==> src/rtl/demux1to4_capture_if.sv <==
// Serial capture bus: data/control toward the capture block, captured word and status back.
interface demux1to4_capture_if;
    logic       d;
    logic [1:0] S;
    logic       En;
    logic       auto;
    logic       start;
    logic [3:0] O;
    logic       o_valid;
    logic       busy;
    logic [1:0] cnt;

    // Source side: drives the serial line and controls, observes the rebuilt word.
    modport master (
        output d, S, En, auto, start,
        input  O, o_valid, busy, cnt
    );

    // Capture side: consumes the serial line, produces the rebuilt word.
    modport slave (
        input  d, S, En, auto, start,
        output O, o_valid, busy, cnt
    );
endinterface

==> src/rtl/demux1to4_capture.sv <==
// 1:4 serial demux/capture: manual per-bit writes or auto 4-bit frame assembly.
module demux1to4_capture #(
    parameter logic IDLE_VAL = 1'b0
) (
    input  logic                 clk,
    input  logic                 rst_n,
    demux1to4_capture_if.slave   bus
);

    localparam int unsigned WORD_W = 4;
    localparam int unsigned CNT_W  = 2;

    localparam logic [1:0] IDLE  = 2'd0;
    localparam logic [1:0] SHIFT = 2'd1;
    localparam logic [1:0] DONE  = 2'd2;

    localparam logic [CNT_W-1:0] LAST_IDX = CNT_W'(WORD_W - 1);

    logic [1:0]        state_q,  state_nxt;
    logic [WORD_W-1:0] shadow_q, shadow_nxt;
    logic [WORD_W-1:0] o_q,      o_nxt;
    logic [CNT_W-1:0]  cnt_q,    cnt_nxt;
    logic              valid_q,  valid_nxt;
    logic              busy_q,   busy_nxt;

    // State and registered outputs; synchronous active-low reset discards any partial frame.
    always_ff @(posedge clk) begin
        if (!rst_n) begin
            state_q  <= IDLE;
            shadow_q <= {WORD_W{IDLE_VAL}};
            o_q      <= {WORD_W{IDLE_VAL}};
            cnt_q    <= '0;
            valid_q  <= 1'b0;
            busy_q   <= 1'b0;
        end else begin
            state_q  <= state_nxt;
            shadow_q <= shadow_nxt;
            o_q      <= o_nxt;
            cnt_q    <= cnt_nxt;
            valid_q  <= valid_nxt;
            busy_q   <= busy_nxt;
        end
    end

    // Next state and next register values; last bit loads O directly so it is visible during DONE.
    always_comb begin
        state_nxt  = state_q;
        shadow_nxt = shadow_q;
        o_nxt      = o_q;
        cnt_nxt    = cnt_q;
        valid_nxt  = 1'b0;
        busy_nxt   = busy_q;

        case (state_q)
            IDLE: begin
                busy_nxt = 1'b0;
                cnt_nxt  = '0;
                if (!bus.auto) begin
                    if (!bus.En) begin
                        o_nxt[bus.S] = bus.d;
                        valid_nxt    = 1'b1;
                    end
                end else if (bus.start && !bus.En) begin
                    state_nxt     = SHIFT;
                    shadow_nxt    = {WORD_W{IDLE_VAL}};
                    shadow_nxt[0] = bus.d;
                    cnt_nxt       = CNT_W'(1);
                    busy_nxt      = 1'b1;
                end
            end

            SHIFT: begin
                busy_nxt = 1'b1;
                if (!bus.En) begin
                    shadow_nxt[cnt_q] = bus.d;
                    if (cnt_q == LAST_IDX) begin
                        state_nxt = DONE;
                        cnt_nxt   = '0;
                        o_nxt     = shadow_nxt;
                        valid_nxt = 1'b1;
                    end else begin
                        cnt_nxt = cnt_q + CNT_W'(1);
                    end
                end
            end

            DONE: begin
                state_nxt = IDLE;
                busy_nxt  = 1'b0;
                cnt_nxt   = '0;
            end

            default: begin
                state_nxt = IDLE;
                busy_nxt  = 1'b0;
                cnt_nxt   = '0;
            end
        endcase
    end

    assign bus.O       = o_q;
    assign bus.o_valid = valid_q;
    assign bus.busy    = busy_q;
    assign bus.cnt     = cnt_q;

endmodule

==> src/flat_wrapper.sv <==
// flat-port wrapper written by rule: the top's interface ports become plain ports
module demux1to4_capture_flat 
#(
    parameter logic IDLE_VAL = 1'b0
)
  (clk, rst_n, bus_d, bus_S, bus_En, bus_auto, bus_start, bus_O, bus_o_valid, bus_busy, bus_cnt);
  demux1to4_capture_if bus_i ();
  input  logic clk;
  input  logic rst_n;
  input wire logic [$bits(bus_i.d)-1:0] bus_d;
  input wire logic [$bits(bus_i.S)-1:0] bus_S;
  input wire logic [$bits(bus_i.En)-1:0] bus_En;
  input wire logic [$bits(bus_i.auto)-1:0] bus_auto;
  input wire logic [$bits(bus_i.start)-1:0] bus_start;
  output wire logic [$bits(bus_i.O)-1:0] bus_O;
  output wire logic [$bits(bus_i.o_valid)-1:0] bus_o_valid;
  output wire logic [$bits(bus_i.busy)-1:0] bus_busy;
  output wire logic [$bits(bus_i.cnt)-1:0] bus_cnt;
  assign bus_i.d = bus_d;
  assign bus_i.S = bus_S;
  assign bus_i.En = bus_En;
  assign bus_i.auto = bus_auto;
  assign bus_i.start = bus_start;
  assign bus_O = bus_i.O;
  assign bus_o_valid = bus_i.o_valid;
  assign bus_busy = bus_i.busy;
  assign bus_cnt = bus_i.cnt;
  demux1to4_capture #(.IDLE_VAL(IDLE_VAL)) u_core (.clk(clk), .rst_n(rst_n), .bus(bus_i));
endmodule
==> config.mk <==
export PLATFORM = sky130hd
export DESIGN_NAME = demux1to4_capture_flat
export DESIGN_NICKNAME = d
export VERILOG_FILES = /design/src/rtl/demux1to4_capture_if.sv /design/src/rtl/demux1to4_capture.sv /design/src/flat_wrapper.sv
export SDC_FILE = /design/constraint.sdc
export NUM_CORES = 1
export LEC_CHECK = 0
export CAP_MARGIN = 20
export CORE_ASPECT_RATIO = 0.8
export CORE_UTILIZATION = 25
export DETAILED_ROUTE_END_ITERATION = 6
export HOLD_SLACK_MARGIN = 0.12
export SLEW_MARGIN = 20
export SYNTH_ARGS = -nofsm -noshare
export SYNTH_HDL_FRONTEND = slang
export SYNTH_SLANG_ARGS = --single-unit
==> constraint.sdc <==
create_clock -name clk -period 1.4 [get_ports clk]
set_clock_uncertainty 0.15 [all_clocks]
set_input_delay 0.14 -clock clk [delete_from_list [all_inputs] [get_ports clk]]
set_output_delay 0.14 -clock clk [all_outputs]
set_load 0.05 [all_outputs]
==> impl.org <==
** Run status
- Outcome :: finished, violations left
- The checks that failed: negative setup slack.

** Detailed routing
- First-iteration detailed-routing DRC count :: 47
- Via Count :: 790
- Detailed-route vias per instance :: 4.731
- Routed len/inst :: 12.25 µm
- Post-route DRC :: 0
- In this run the remaining antenna-violating nets after routing total 0.
- For this run, the detailed router's first-pass iteration total came to 4.
- Post-Route WL :: 2.045 mm

** Floorplanning
- From left edge to right edge, the die measures 64.58 µm.
- Top-level port count :: 16
- The die is 52.07 µm tall.
- Die area :: 3362 µm²
- Core outline area :: 2872 µm²
- After floorplanning, the core was divided into 17 placement rows.
- The initial utilization of the core area, before any placement, comes to 0.2728.

** Clock tree
- CTS Hold Buffers Added :: 0
- Max Root-Sink Buffers :: 2
- Clock tree from TritonCTS :: built
- After clock tree synthesis, the clock-pin slew on the worst setup and hold paths is 60 ps.
- Level count of the clock H-tree :: 1
- The clock reaches the later pin of the worst-skew pair after 250 ps.
- TritonCTS created 3 clock buffers.
- The tree is rooted in a sky130_fd_sc_hd__clkbuf_8.
- For this design, the sink count on the clock tree is 14.

** Synthesis
- The share of the Yosys chip area taken by registers is 0.3578.
- Post-synthesis sequential element count :: 14
- Each instance of the synthesized netlist takes up on average 8.332 µm².
- Cell Area, Synth :: 783.3 µm²
- The number of nets in the synthesized netlist is 107.
- Yosys printed 0 warnings.
- Number of standard cells after synthesis :: 94
- Yosys mapped the design onto 28 distinct sky130hd cell types.

** Place
- The placed instances occupy a cell area of 1206 µm².
- Detailed placement ended at an HPWL of 1.563 mm.
- In this run, placement finished with an instance count of 161.
- Post-Place Setup Slack :: -428.9 ps
- Weighted congestion at the end of routability-driven global placement :: 0.7252
- Buffers on Ports :: 15

** Final layout
- Area of combinational cells with multiple inputs :: 520.5 µm²
- Most common cell after layout, fill and taps aside :: sky130_fd_sc_hd__buf_4
- Diodes inserted :: 0
- Final std cell area, no fill :: 1318 µm²
- Growth of design area from synthesis to finish :: 68.21%
- Number of fill cells :: 286
- For this run, the post-layout net count is 143.
- Across the whole layout, storage elements account for 289.0 µm².
- Share of post-route cells with drive strength above 1 :: 0.3566
- Leaving out filler cells and counting taps, the final layout contains 167.
- The top cell types in the final layout, fill and taps aside, are 21 x sky130_fd_sc_hd__buf_4, 14 x sky130_fd_sc_hd__nand2_1, 11 x sky130_fd_sc_hd__dfxtp_1.

** Setup path
- Class of the most critical setup path :: flip-flop to flip-flop
- Sort of element at the start of the critical path :: flip-flop
- The worst setup path is captured at a flip-flop.
- Worst EP arrival :: 1510 ps
- The setup check on the worst reg-to-reg path leaves a slack of -110 ps.
- For the worst setup path, the data required time is 1400 ps.
- Along the worst path, the maximum fanout reaches 7.

** Flow run
- Across the run, the number of max-cap violations was 0.

** Worst hold path
- Min-delay worst type :: flip-flop to flip-flop

** STA
- Measured against its own limit, the worst slew margin works out to 0.7678.
- Unrepaired setup endpoints after global routing :: true
- Sum of negative setup slack :: -413.6 ps
- Portion of the clock cycle consumed by the worst path in the final layout :: 1.080
- Max-slew violation count :: 0
- The final hold violation count came to 0.
- Subtracting the final worst setup slack from the clock period gives 1512 ps.
- For the pin with the worst max-slew slack, the measured transition is 343.8 ps.
- Post-route worst setup slack :: -111.7 ps
- Total of endpoints with negative setup slack in the final report :: 5
- Timing would allow up to 0.6615 GHz.

** Pwr
- For this design the static power due to leakage is 0.5724 nW.
- Pwr/cell area :: 784.6 nW/µm²
- Worst-case vdd ir drop :: 308.9 µV
- Power comes to 0.001034 W.

** Global route
- The via count of the first global-routing pass is 745.
- Global-route wire length before repair :: 3.194 mm
- The initial antenna violation count came to 0.
- Total track usage :: 0.1297
- The total overflow left after global routing is 0.
- Entering global routing, the biggest net connects 12 pins.
==> through the flow <==
step / hold slack (ps) / util
2_1_floorplan: 253.8 / -
3_3_place_gp: 297.3 / 0.4200
3_5_place_dp: 312.2 / 0.4200
4_1_cts: 291.3 / 0.4431
5_1_grt: 334.5 / 0.4588
6_report: 316.9 / 0.4588
==> cells by family after synthesis <==
family          Yosys count  synth area share
buf+inv                  10           0.04951
flops                    14            0.3578
mux                       6           0.07668
compound gates           27            0.2364
fa+ha+maj                 5           0.07987
simple gates             32            0.1997
==> path summary, 6_finish.rpt <==
check	start	to	cells after the start
worst max register to register	u_core.state_q[0]	u_core.bus.O[1]	4
worst min-delay path	u_core.shadow_q[3]	u_core.shadow_q[3]	2
worst max-delay path	u_core.state_q[0]	u_core.bus.O[1]	4
worst min register to register	u_core.shadow_q[3]	u_core.shadow_q[3]	2
==> per-layer routing <==
layer | GRT usage | vias to the layer above | routed length, µm
li1 | - | 407 | -
met1 | 0.1485 | 362 | 932
met2 | 0.2211 | 16 | 987
met3 | 0.03070 | 5 | 75
met4 | 0.07778 | 0 | 49
met5 | 0 | - | 0
==> cell type report <==
cell class	count	share of cell area
multi-input combinational	70	0.3951
inverter	5	0.01425
timing repair buffer	36	0.2934
sequential	14	0.2194
tap	38	0.03609
clock buffer	4	0.04179
==> repair_timing <==
action,4_1_cts,5_1_grt
buffers inserted,1,1
pin swaps,7,5
gates resized for setup,2,10
endpoints found under the setup margin,7,10
gates cloned,0,0
==> state kept, by name (all words and copies together), names as in the netlist <==
name and flops:
u_core.bus.O 4, u_core.shadow_q 4, u_core.bus.cnt 2, u_core.state_q 2, u_core.bus.busy 1, u_core.bus.o_valid 1
==> synthesized netlist by cell type (all sizes together) <==
| cell type | number | share of area |
|---|---|---|
| nand4 | 3 | 0.024 |
| a31oi | 1 | 0.0080 |
| nor2 | 3 | 0.014 |
| o2111ai | 1 | 0.011 |
| and3 | 1 | 0.0080 |
| nand2b | 2 | 0.016 |
| nor2b | 3 | 0.024 |
| o21bai | 1 | 0.0096 |
| or2 | 1 | 0.0080 |
| or4 | 1 | 0.0096 |
| and3b | 1 | 0.011 |
| a41o | 2 | 0.026 |
| o22ai | 3 | 0.024 |
| inv | 5 | 0.024 |
| nor3 | 1 | 0.0064 |
| o21a | 3 | 0.029 |
| buf | 1 | 0.0064 |
| clkbuf | 4 | 0.019 |
| ha | 5 | 0.080 |
| o21ai | 8 | 0.051 |
| nand2 | 15 | 0.072 |
| dfxtp | 14 | 0.36 |
| nand3 | 1 | 0.0064 |
| a21oi | 5 | 0.032 |
| o41ai | 1 | 0.011 |
| a211oi | 2 | 0.035 |
| mux2i | 6 | 0.077 |
==> power breakdown <==
group / total [W] / leakage [nW] / internal [W] / switching (W)
logic: 0.000214 / 0.428 / 0.000107 / 0.000107
clock network: 0.000404 / 0.0288 / 0.000249 / 0.000154
registers: 0.000416 / 0.115 / 0.000406 / 0.00000965
==> worst max-delay path: stages, from the launching register on <==
cell and delay, ps:
sky130_fd_sc_hd__dfxtp_2 320, sky130_fd_sc_hd__or2_4 230, sky130_fd_sc_hd__a211oi_4 360, sky130_fd_sc_hd__o2111ai_1 160
sky130_fd_sc_hd__and3b_1 190
Power figures use the tool's default switching activity.
